--- src/rtl/imm_pkg.sv ---
`default_nettype none
// +----------------------------------------------------------------------+
// | imm_pkg: immediate-format encodings and skid-buffer state encoding    |
// | Rev 1.0                                                               |
// +----------------------------------------------------------------------+
package imm_pkg;

  typedef enum logic [2:0] {
    IMM_I = 3'b000,
    IMM_S = 3'b001,
    IMM_B = 3'b010,
    IMM_J = 3'b011,
    IMM_U = 3'b100,
    IMM_Z = 3'b101
  } imm_src_e;

  typedef enum logic [1:0] {
    FIFO_EMPTY = 2'd0,
    FIFO_ONE   = 2'd1,
    FIFO_TWO   = 2'd2
  } fifo_state_e;

endpackage
`default_nettype wire

--- src/rtl/imm_format.sv ---
`default_nettype none
// +----------------------------------------------------------------------+
// | imm_format: RISC-V immediate assembly and extension to XLEN           |
// | Rev 1.0                                                               |
// +----------------------------------------------------------------------+
module imm_format
  import imm_pkg::*;
#(
  parameter int XLEN = 32
) (
  input  logic [24:0]     instr,
  input  logic [2:0]      immsrc,
  output logic [XLEN-1:0] immext,
  output logic            illegal
);

  logic        sign;
  logic [31:0] imm32;

  // instr[k] holds instruction bit k+7, so instruction bit 31 is instr[24]
  assign sign = instr[24];

  always_comb begin
    imm32   = '0;
    illegal = 1'b0;
    case (imm_src_e'(immsrc))
      IMM_I:   imm32 = {{20{sign}}, instr[24:13]};
      IMM_S:   imm32 = {{20{sign}}, instr[24:18], instr[4:0]};
      IMM_B:   imm32 = {{20{sign}}, instr[0], instr[23:18], instr[4:1], 1'b0};
      IMM_J:   imm32 = {{12{sign}}, instr[12:5], instr[13], instr[23:14], 1'b0};
      IMM_U:   imm32 = {instr[24:5], 12'b0};
      IMM_Z:   imm32 = {27'b0, instr[12:8]};
      default: illegal = 1'b1;
    endcase
  end

  // Z and illegal leave bit 31 clear, so widening by bit 31 is correct for all
  generate
    if (XLEN > 32) begin : g_xlen_wide
      assign immext = {{(XLEN-32){imm32[31]}}, imm32};
    end else begin : g_xlen_32
      assign immext = imm32[XLEN-1:0];
    end
  endgenerate

endmodule
`default_nettype wire

--- src/rtl/imm_extend_pipe.sv ---
`default_nettype none
// +----------------------------------------------------------------------+
// | imm_extend_pipe: immediate extender with 2-entry output skid buffer   |
// | Rev 1.0                                                               |
// +----------------------------------------------------------------------+
module imm_extend_pipe
  import imm_pkg::*;
#(
  parameter int XLEN  = 32,
  parameter int TAG_W = 5
) (
  input  logic             clk,
  input  logic             reset,
  input  logic             in_valid,
  output logic             in_ready,
  input  logic [24:0]      instr,
  input  logic [2:0]       immsrc,
  input  logic [TAG_W-1:0] in_tag,
  input  logic             flush,
  output logic             out_valid,
  input  logic             out_ready,
  output logic [XLEN-1:0]  immext,
  output logic [TAG_W-1:0] out_tag,
  output logic             out_illegal
);

  logic [XLEN-1:0] fmt_imm;
  logic            fmt_illegal;

  imm_format #(
    .XLEN(XLEN)
  ) u_imm_format (
    .instr   (instr),
    .immsrc  (immsrc),
    .immext  (fmt_imm),
    .illegal (fmt_illegal)
  );

  fifo_state_e      state_q,     state_d;
  logic             out_valid_q, out_valid_d;
  logic             in_ready_q,  in_ready_d;
  logic [XLEN-1:0]  head_imm_q,  head_imm_d;
  logic [TAG_W-1:0] head_tag_q,  head_tag_d;
  logic             head_ill_q,  head_ill_d;
  logic [XLEN-1:0]  tail_imm_q,  tail_imm_d;
  logic [TAG_W-1:0] tail_tag_q,  tail_tag_d;
  logic             tail_ill_q,  tail_ill_d;

  logic push;
  logic pop;

  assign push = in_valid && in_ready_q && !flush;
  assign pop  = out_valid_q && out_ready && !flush;

  always_comb begin
    state_d    = state_q;
    head_imm_d = head_imm_q;
    head_tag_d = head_tag_q;
    head_ill_d = head_ill_q;
    tail_imm_d = tail_imm_q;
    tail_tag_d = tail_tag_q;
    tail_ill_d = tail_ill_q;

    case (state_q)
      FIFO_EMPTY: begin
        if (push) begin
          head_imm_d = fmt_imm;
          head_tag_d = in_tag;
          head_ill_d = fmt_illegal;
          state_d    = FIFO_ONE;
        end
      end
      FIFO_ONE: begin
        if (push && pop) begin
          head_imm_d = fmt_imm;
          head_tag_d = in_tag;
          head_ill_d = fmt_illegal;
        end else if (push) begin
          tail_imm_d = fmt_imm;
          tail_tag_d = in_tag;
          tail_ill_d = fmt_illegal;
          state_d    = FIFO_TWO;
        end else if (pop) begin
          state_d = FIFO_EMPTY;
        end
      end
      FIFO_TWO: begin
        // in_ready is low here, so the only event is draining the head
        if (pop) begin
          head_imm_d = tail_imm_q;
          head_tag_d = tail_tag_q;
          head_ill_d = tail_ill_q;
          state_d    = FIFO_ONE;
        end
      end
      default: state_d = FIFO_EMPTY;
    endcase

    if (flush) begin
      state_d = FIFO_EMPTY;
    end

    out_valid_d = (state_d != FIFO_EMPTY);
    in_ready_d  = (state_d != FIFO_TWO);
  end

  always_ff @(posedge clk or posedge reset) begin
    if (reset) begin
      state_q     <= FIFO_EMPTY;
      out_valid_q <= 1'b0;
      in_ready_q  <= 1'b1;
      head_imm_q  <= '0;
      head_tag_q  <= '0;
      head_ill_q  <= 1'b0;
      tail_imm_q  <= '0;
      tail_tag_q  <= '0;
      tail_ill_q  <= 1'b0;
    end else begin
      state_q     <= state_d;
      out_valid_q <= out_valid_d;
      in_ready_q  <= in_ready_d;
      head_imm_q  <= head_imm_d;
      head_tag_q  <= head_tag_d;
      head_ill_q  <= head_ill_d;
      tail_imm_q  <= tail_imm_d;
      tail_tag_q  <= tail_tag_d;
      tail_ill_q  <= tail_ill_d;
    end
  end

  assign in_ready    = in_ready_q;
  assign out_valid   = out_valid_q;
  assign immext      = head_imm_q;
  assign out_tag     = head_tag_q;
  assign out_illegal = head_ill_q;

endmodule
`default_nettype wire

--- config.mk ---
export PLATFORM = sky130hd
export DESIGN_NAME = imm_extend_pipe
export DESIGN_NICKNAME = d
export VERILOG_FILES = /design/src/rtl/imm_pkg.sv /design/src/rtl/imm_format.sv /design/src/rtl/imm_extend_pipe.sv
export SDC_FILE = /design/constraint.sdc
export NUM_CORES = 1
export LEC_CHECK = 0
export CORE_ASPECT_RATIO = 1.5
export CORE_MARGIN = 3
export CORE_UTILIZATION = 47
export DETAILED_ROUTE_END_ITERATION = 10
export PLACE_DENSITY = 0.79
export SYNTH_ARGS = -nofsm -noshare
export SYNTH_HDL_FRONTEND = slang
export SYNTH_SLANG_ARGS = --single-unit
--- constraint.sdc ---
create_clock -name clk -period 2.7 [get_ports clk]
set_clock_uncertainty 0.2 [all_clocks]
set_input_delay 0.54 -clock clk [delete_from_list [all_inputs] [get_ports clk]]
set_output_delay 0.54 -clock clk [all_outputs]
set_load 0.05 [all_outputs]
==> flow_summary.ini, run 1 <==
[run_status]
status = complete, no violations

[critical_path]
slowest_delay_ns = 0.80
crit_type = reg -> out
critPathBufInv = 1
crit_path_top_delay_cell = clkdlybuf4s50_1
crit_family = buffers and inverters
arrival_ns = 1.69
worstSetupEndpointType = output pin
cp-start-kind = flip-flop
cp.required_ns = 1.96
path_max_fanout = 4
crit_chain = clkdlybuf4s50_1

[logic_synthesis]
syn-cell-area_um2 = 3970
synth-edff-count = 0
ys_types = 49
async_reset_ff_share_pct = 100
synth_top_area_share_pct = 49.9
synthesis.nets = 444
ys.flop_type = dfrtp_1
seq_area_frac_synth_pct = 50.5
synthTopCellsByArea = dfrtp_1, mux2_2, nand2_1
ys_warn_count = 0
syn_area_per_cell_um2 = 9.77
synthCells = 406
synth_top_area_cell = dfrtp_1
ys_ff_latch = 80

[placement]
post-place-ws_ns = 0.0827
dp_hpwl_um = 7000
place_area_um2 = 4960
place_congestion = 0.883
portBuffers = 77

[cts]
tritoncts = yes
cts_hold_buf = 0
clk_pin_slew_worst_paths_ns = 0.06
cts.path.max_buffers = 2
cts_setup_buffers = 0
clk_latency_ns = 0.33
cts_resized = 0
root_buffer = clkbuf_16
cts_max_level = 3
cts-buffers-inserted = 9
clock-sinks = 80

[layout]
syn_to_final_growth_pct = 32.5
final_cell_mix = dfrtp_1, clkdlybuf4s50_1, nand2_1
nets = 524
final_common_cell = dfrtp_1
fillCellCount = 662
layout-drive-gt1-share_pct = 14.9
stdcell_area_um2 = 5250
diodes = 0

[global_route]
overflow = 0
grtUsageTotal_pct = 22.6
antenna_found_initial = 0
grt_pass1_vias = 3416
grt_pass1_wl_um = 16900
grt_max_degree = 67

[power_and_ir_drop]
swShare_pct = 36.4
p_leak_uw = 0.00228
combPwrFrac_pct = 35.8
clock_power_share_pct = 25.9
p_int_uw = 2940
ir_worst_vdd_mv = 0.490
total_power_uw = 4630
power.switching_uw = 1680
pwr_density_cell_nw_per_um2 = 881
power.share.sequential_pct = 38.3

[sta]
setup_ws_ns = 0.265
hold_violations = 0
tightest_slew_ns = 0.832
final_max_slew_viol_count = 0
finalSetupViolCount = 0
rsz0062_at_grt = no
period_minus_slack_ns = 2.43
fmax_mhz = 411
final.setup.tns_ns = 0
hold_slack_ns = 0.282
layout_worst_path_cycle_share_pct = 90.2
slew_headroom_pct = 44.6

[worst_hold_path]
hold_path_class = reg -> reg

[floorplanning]
fp.dieW_um = 81.0
fp.dieArea_um2 = 9600
die_h_um = 118
rows = 40
ios = 78
core_um2 = 8110
start_util_pct = 48.9

[routing]
drtIter0Drc = 198
drt_wl_total_um = 10100
dr.pass1.iters = 5
vias = 3412
viasPerCell = 5.73
ant_nets = 0
drc = 0
avgRoutedWirePerCell_um = 16.9

[job]
max-cap-violations = 0
-- cell families after synthesis --
| family | count (synthesis) | share of synthesized area [%] |
|---|---|---|
| simple gates | 129 | 15.2 |
| flops | 80 | 50.5 |
| compound gates | 128 | 20.3 |
| buf+inv | 35 | 4.04 |
| xor+xnor | 1 | 0.221 |
| mux | 33 | 9.69 |
-- metrics by stage --
step / utilization [%] / std cells
after global routing: 64.8 / 595
after floorplan: - / 406
final: 64.8 / 595
after global placement: 61.1 / 580
after CTS: 64.8 / 595
after detailed placement: 61.1 / 580
-- cell type report --
type / instances / area [um2] / share of cell area (%)
sequential: 80 / 2000 / 38.1
multi-input combinational: 291 / 1820 / 34.6
timing repair buffer: 102 / 996 / 19.0
clock buffer: 10 / 239 / 4.55
tap: 105 / 131 / 2.50
clock inverter: 5 / 57.6 / 1.10
inverter: 2 / 11.3 / 0.214
-- cell usage after synthesis, drive strengths merged, types with 2 or more instances --
master / number
a21o: 3
o211a: 3
nand3: 3
and4b: 3
nand3b: 2
mux2: 31
dfrtp: 79
nor2b: 4
o2bb2ai: 6
a21oi: 35
a22oi: 2
mux2i: 2
nor3b: 4
a221oi: 5
clkbuf: 21
nor2: 36
inv: 2
a31oi: 24
a211o: 2
nand4: 2
nand2b: 14
and3: 4
o31ai: 2
buf: 12
o21ai: 36
nand2: 52
-- sequential cells by signal, summed over array words and instances (netlist names) --
register / flops
immext: 32
tail_imm_q: 32
out_tag: 5
tail_tag_q: 5
state_q: 2
in_ready: 1
out_illegal: 1
out_valid: 1
tail_ill_q: 1
-- path summary, 6_finish.rpt --
| path | startpoint | endpoint | slack [ns] | depth (start not counted) |
|---|---|---|---|---|
| max | in_ready | in_ready | 0.27 | 1 |
| min | tail_imm_q[0] | tail_imm_q[0] | 0.28 | 2 |
| max reg2reg | state_q[1] | tail_tag_q[3] | 0.58 | 4 |
| min reg2reg | tail_imm_q[0] | tail_imm_q[0] | 0.28 | 2 |
| max in group asynchronous | reset | in_ready | 1.33 | 3 |
| min in group asynchronous | reset | immext[9] | 0.36 | 2 |
-- per-layer routing --
metal / vias to the layer above / part of all wire [%] / global-route usage [%]
met2: 110 / 52 / 37.2
met4: 0 / 3.2 / 10.7
li1: 1605 / - / -
met5: - / 0 / 0
met3: 28 / 4.2 / 3.81
met1: 1669 / 40 / 28.4
-- worst reg2reg max path, stage by stage (launching register included) --
cell,delay (ns)
dfrtp_1,0.48
nand3b_1,0.23
or3b_2,0.51
buf_12,0.22
mux2_1,0.36
-- power by group through the flow --
stage               logic, uW  clock network, uW  registers, uW
CTS                      1670               1230           1770
global route             1770               1270           1810
global placement         1620                  0           1760
detailed placement       1660                  0           1780
finish                   1660               1200           1770
floorplan                 510                  0           2330
(Power assumes the default switching activity.)
==> run 2, diff against run 1 <==
Settings changed: CORE_UTILIZATION 47 to 50, PLACE_DENSITY 0.79 to 0.8.
Clock period 2.7 ns to 3.1 ns, I/O delays scaled along.
==> flow_summary.ini, run 2 (same netlist as run 1, synthesis figures left out) <==
[layout]
fillCellCount = 608
utilization_pct = 67.0
nets = 510
syn_to_final_growth_pct = 29.5
final_cells = 578
diodes = 0
layout-drive-gt1-share_pct = 12.0
final_common_cell = dfrtp_1
final_cell_mix = dfrtp_1, clkdlybuf4s50_1, nand2_1
multiInputGateArea_um2 = 1820
register_area_um2 = 2000

[critical_path]
reg2reg_from = state_q[0]
crit_type = in -> reg
worstSetupEndpointType = flip-flop
cp.required_ns = 3.18
path_max_fanout = 17
crit_start = instr[24]
crit_path_top_delay_cell = nor2b_1
regToRegSetupSlack_ns = 0.82
r2r-end = immext[23]
arrival_ns = 2.84
slowest_delay_ns = 1.01
crit_top_cell = a21oi_1
cp-start-kind = input pin
crit_chain = clkdlybuf4s50_1, nor2b_1, a21oi_1, a21oi_1, mux2_2
r2r.worst_path.cells = 4

[routing]
avgRoutedWirePerCell_um = 17.0
viasPerCell = 5.79
dr.pass1.iters = 5
vias = 3346
drtIter0Drc = 284
drt_wl_total_um = 9840
drc = 0
ant_nets = 0

[global_route]
overflow = 0
grt_pass1_vias = 3324
antenna_found_initial = 0
grt_max_degree = 67
grtUsageTotal_pct = 23.8
grt_pass1_wl_um = 16700

[cts]
clk_pin_slew_worst_paths_ns = 0.05
cts_setup_buffers = 0
clock-sinks = 80
clk_latency_ns = 0.34
root_buffer = clkbuf_16
cts_hold_buf = 0
cts.path.max_buffers = 2
cts_max_level = 3
cts-buffers-inserted = 9
cts_resized = 0
tritoncts = yes

[placement]
place_congestion = 0.840
portBuffers = 77
dp_hpwl_um = 6400
dp.cells = 563

[power_and_ir_drop]
total_power_uw = 4000
p_leak_uw = 0.00220
ir_worst_vdd_mv = 0.440
pwr_density_cell_nw_per_um2 = 779

[sta]
finalSetupViolCount = 0
rsz0062_at_grt = no
hold_slack_ns = 0.272
period_minus_slack_ns = 2.76
fmax_mhz = 363
slew_headroom_pct = 14.7
tightest_slew_ns = 1.28
final.setup.tns_ns = 0
hold_violations = 0
layout_worst_path_cycle_share_pct = 89.0
final_max_slew_viol_count = 0

[worst_hold_path]
min-delay-start = tail_imm_q[12]
hold_path_class = reg -> reg
min_to = tail_imm_q[12]
whs_path_depth = 1

[run_status]
status = complete, no violations

[floorplanning]
die_h_um = 115
core_um2 = 7660
fp.dieArea_um2 = 9060
fp.dieW_um = 78.7
start_util_pct = 51.8
ios = 78
rows = 39

[job]
max-cap-violations = 0
==> run 2: power by group <==
part | switching [uW] | internal, uW | total [uW]
registers | 182 | 1360 | 1540
logic | 870 | 551 | 1420
clock network | 402 | 640 | 1040
total | 1450 | 2550 | 4000
==> run 2: how the worst max path moves through the flow <==
stage                 endpoint  cells after the start
global placement    immext[17]                      4
global route        immext[17]                      4
CTS                 immext[17]                      4
finish              immext[23]                      5
detailed placement  immext[17]                      4
floorplan            immext[0]                      1
==> run 2: cell type report <==
class                   instances  share of cell area (%)
repair buffers                 88                    17.3
multi-input cells             291                    35.4
well taps                     102                    2.49
inverters                       2                   0.171
clock buffers                  12                    4.80
clock inverters                 3                   0.828
flip-flops and latches         80                    39.0
==> run 2: critical path: cells and delay by family <==
family,cells,cell delay (ns)
compound gates,2,0.44
simple gates,1,1.01
buf+inv,1,0.56
mux,1,0.19
==> run 2: routing by layer <==
layer	share of wire [%]	GRT usage (%)	routed length, um
met1	42	30.7	4140
met2	50	39.3	4970
met3	4.6	3.29	455
met4	2.9	12.3	284
met5	0	0	0
==> run 2: through the flow <==
| stage | worst slack (ns) | cell area [um2] |
|---|---|---|
| after floorplan | 0.230 | 3970 |
| after global placement | 0.170 | 4850 |
| after detailed placement | 0.0268 | 4850 |
| after CTS | 0.378 | 5130 |
| after global routing | 0.136 | 5130 |
| final | 0.342 | 5130 |
==> run 3, diff against run 2 <==
Settings changed: ABC_AREA set to 1, SKIP_LAST_GASP set to 1.
==> flow_summary.ini, run 3 <==
[run_status]
status = complete, no violations

[logic_synthesis]
synthesis.nets = 528
ys_ff_latch = 80
ys.flop_type = dfrtp_1
async_reset_ff_share_pct = 100
seq_area_frac_synth_pct = 51.3
syn-cell-area_um2 = 3900
synthCells = 490
syn_area_per_cell_um2 = 7.97
ys_top_cells_by_count = nand2_1, dfrtp_1, o21ai_0
synth_top_area_share_pct = 50.6
synth_top_area_cell = dfrtp_1
ys_warn_count = 0
ys_types = 26
synthTopCellsByArea = dfrtp_1, nand2_1, o21ai_0
synth.most_common_cell = nand2_1
synth-edff-count = 0

[routing]
ant_nets = 0
avgRoutedWirePerCell_um = 14.1
drtIter0Drc = 198
vias = 3389
viasPerCell = 5.12
drt_wl_total_um = 9330
drc = 0
dr.pass1.iters = 4

[placement]
dp.cells = 646
portBuffers = 77
dp_hpwl_um = 6590
place_congestion = 0.872

[sta]
final_max_slew_viol_count = 0
finalSetupViolCount = 0
fmax_mhz = 400
hold_violations = 0
rsz0062_at_grt = no
tightest_slew_ns = 0.663
period_minus_slack_ns = 2.50
slew_headroom_pct = 55.8
layout_worst_path_cycle_share_pct = 80.7
final.setup.tns_ns = 0

[floorplanning]
core_um2 = 7420
rows = 38
fp.dieArea_um2 = 8930
ios = 78
start_util_pct = 52.6
die_h_um = 114
fp.dieW_um = 78.1

[layout]
nets = 595
diodes = 0
syn_to_final_growth_pct = 25.3
final_cell_mix = nand2_1, dfrtp_1, clkdlybuf4s50_1
final_cells = 662
final_common_cell = nand2_1
layout-drive-gt1-share_pct = 6.41
fillCellCount = 628

[cts]
cts_hold_buf = 0
cts_resized = 0
cts_setup_buffers = 0
cts.path.max_buffers = 2
clk_latency_ns = 0.35
clk_pin_slew_worst_paths_ns = 0.07
tritoncts = yes
root_buffer = clkbuf_8
clock-sinks = 80
cts-buffers-inserted = 9
cts_max_level = 3

[job]
max-cap-violations = 0

[critical_path]
crit_type = reg -> out
crit_chain = clkdlybuf4s50_1
crit_path_top_delay_cell = clkdlybuf4s50_1
cp-start-kind = flip-flop
cp.required_ns = 2.28
critPathBufInv = 1
arrival_ns = 1.68
worstSetupEndpointType = output pin
crit_family = buffers and inverters
slowest_delay_ns = 0.80
path_max_fanout = 2

[global_route]
overflow = 0
grtUsageTotal_pct = 22.3
grt_pass1_wl_um = 15600
grt_max_degree = 69
grt_pass1_vias = 3279
antenna_found_initial = 0

[power_and_ir_drop]
combPwrFrac_pct = 37.8
p_int_uw = 2280
p_leak_uw = 0.00254
clock_power_share_pct = 20.0
power.share.sequential_pct = 42.2
swShare_pct = 39.4
power.switching_uw = 1480
pwr_density_cell_nw_per_um2 = 770
ir_worst_vdd_mv = 0.392

[worst_hold_path]
hold_path_class = reg -> reg
run 3: cell count changes after synthesis, moves of 6 or more:
cell | previous run | this run
clkbuf_1 | 21 | 7
inv_1 | 2 | 15
a21oi_1 | 35 | 8
o2bb2ai_1 | 6 | 0
a31oi_1 | 24 | 0
nand3_1 | 3 | 18
nand4_1 | 2 | 12
nand2b_1 | 14 | 0
mux2_1 | 6 | 0
mux2_2 | 21 | 0
nand2_1 | 52 | 222
nor2_1 | 36 | 27
o21ai_0 | 23 | 40
run 3: through the flow:
step / power [uW] / hold slack (ns) / utilization [%] / cell area [um2] / setup slack [ns]
after floorplan: 2550 / 0.247 / - / 3900 / 0.230
after CTS: 3800 / 0.281 / 65.9 / 4890 / 0.585
after global placement: 3000 / 0.258 / 63.4 / 4700 / 0.626
after global routing: 3990 / 0.304 / 65.9 / 4890 / 0.577
final: 3770 / 0.280 / 65.9 / 4890 / 0.599
after detailed placement: 3040 / 0.263 / 63.4 / 4700 / 0.549
run 3: final timing paths:
kind / from / to / slack (ns) / cells past startpoint
setup / recovery: in_ready / in_ready / 0.60 / 1
hold / removal: tail_imm_q[27] / tail_imm_q[27] / 0.28 / 2
setup reg to reg: state_q[1] / immext[20] / 0.98 / 5
hold reg to reg: tail_imm_q[27] / tail_imm_q[27] / 0.28 / 2
max in group asynchronous: reset / tail_imm_q[11] / 1.57 / 3
min in group asynchronous: reset / tail_tag_q[0] / 0.45 / 2
run 3: worst reg2reg max path, cell delays in order, from the launching register on:
cell and delay [ns]:
dfrtp_1 0.45, nand2_2 0.45, inv_1 0.39, nand2_1 0.13
a21boi_0 0.26, o21ai_0 0.12
run 3: per-layer routing:
metal  GRT usage (%)  share of wire [%]  wire (um)
met4            10.4                2.7        252
met2            38.1                 51       4740
met5               0                  0          0
met1            27.7                 42       3910
met3            3.62                4.5        419
run 3: cell type report:
cell class	count	area, um2	share of cell area [%]
inverter	19	72.6	1.48
tap	100	125	2.56
timing repair buffer	85	856	17.5
clock inverter	1	30.0	0.614
clock buffer	15	156	3.20
multi-input combinational	362	1650	33.7
sequential	80	2000	41.0
run 3: cell families (layout without fill, tap and decap cells):
family / after synthesis / in the layout / synth area share (%)
buf+inv: 48 / 120 / 6.70
flops: 80 / 80 / 51.3
mux: 6 / 6 / 1.54
simple gates: 286 / 286 / 30.3
xor+xnor: 1 / 1 / 0.224
compound gates: 69 / 69 / 9.94
run 3: power by group through the flow:
stage / clock network, uW / logic, uW / registers, uW
floorplan: 0 / 462 / 2080
global placement: 0 / 1410 / 1590
detailed placement: 0 / 1440 / 1610
CTS: 769 / 1440 / 1590
global route: 814 / 1540 / 1630
finish: 753 / 1420 / 1590
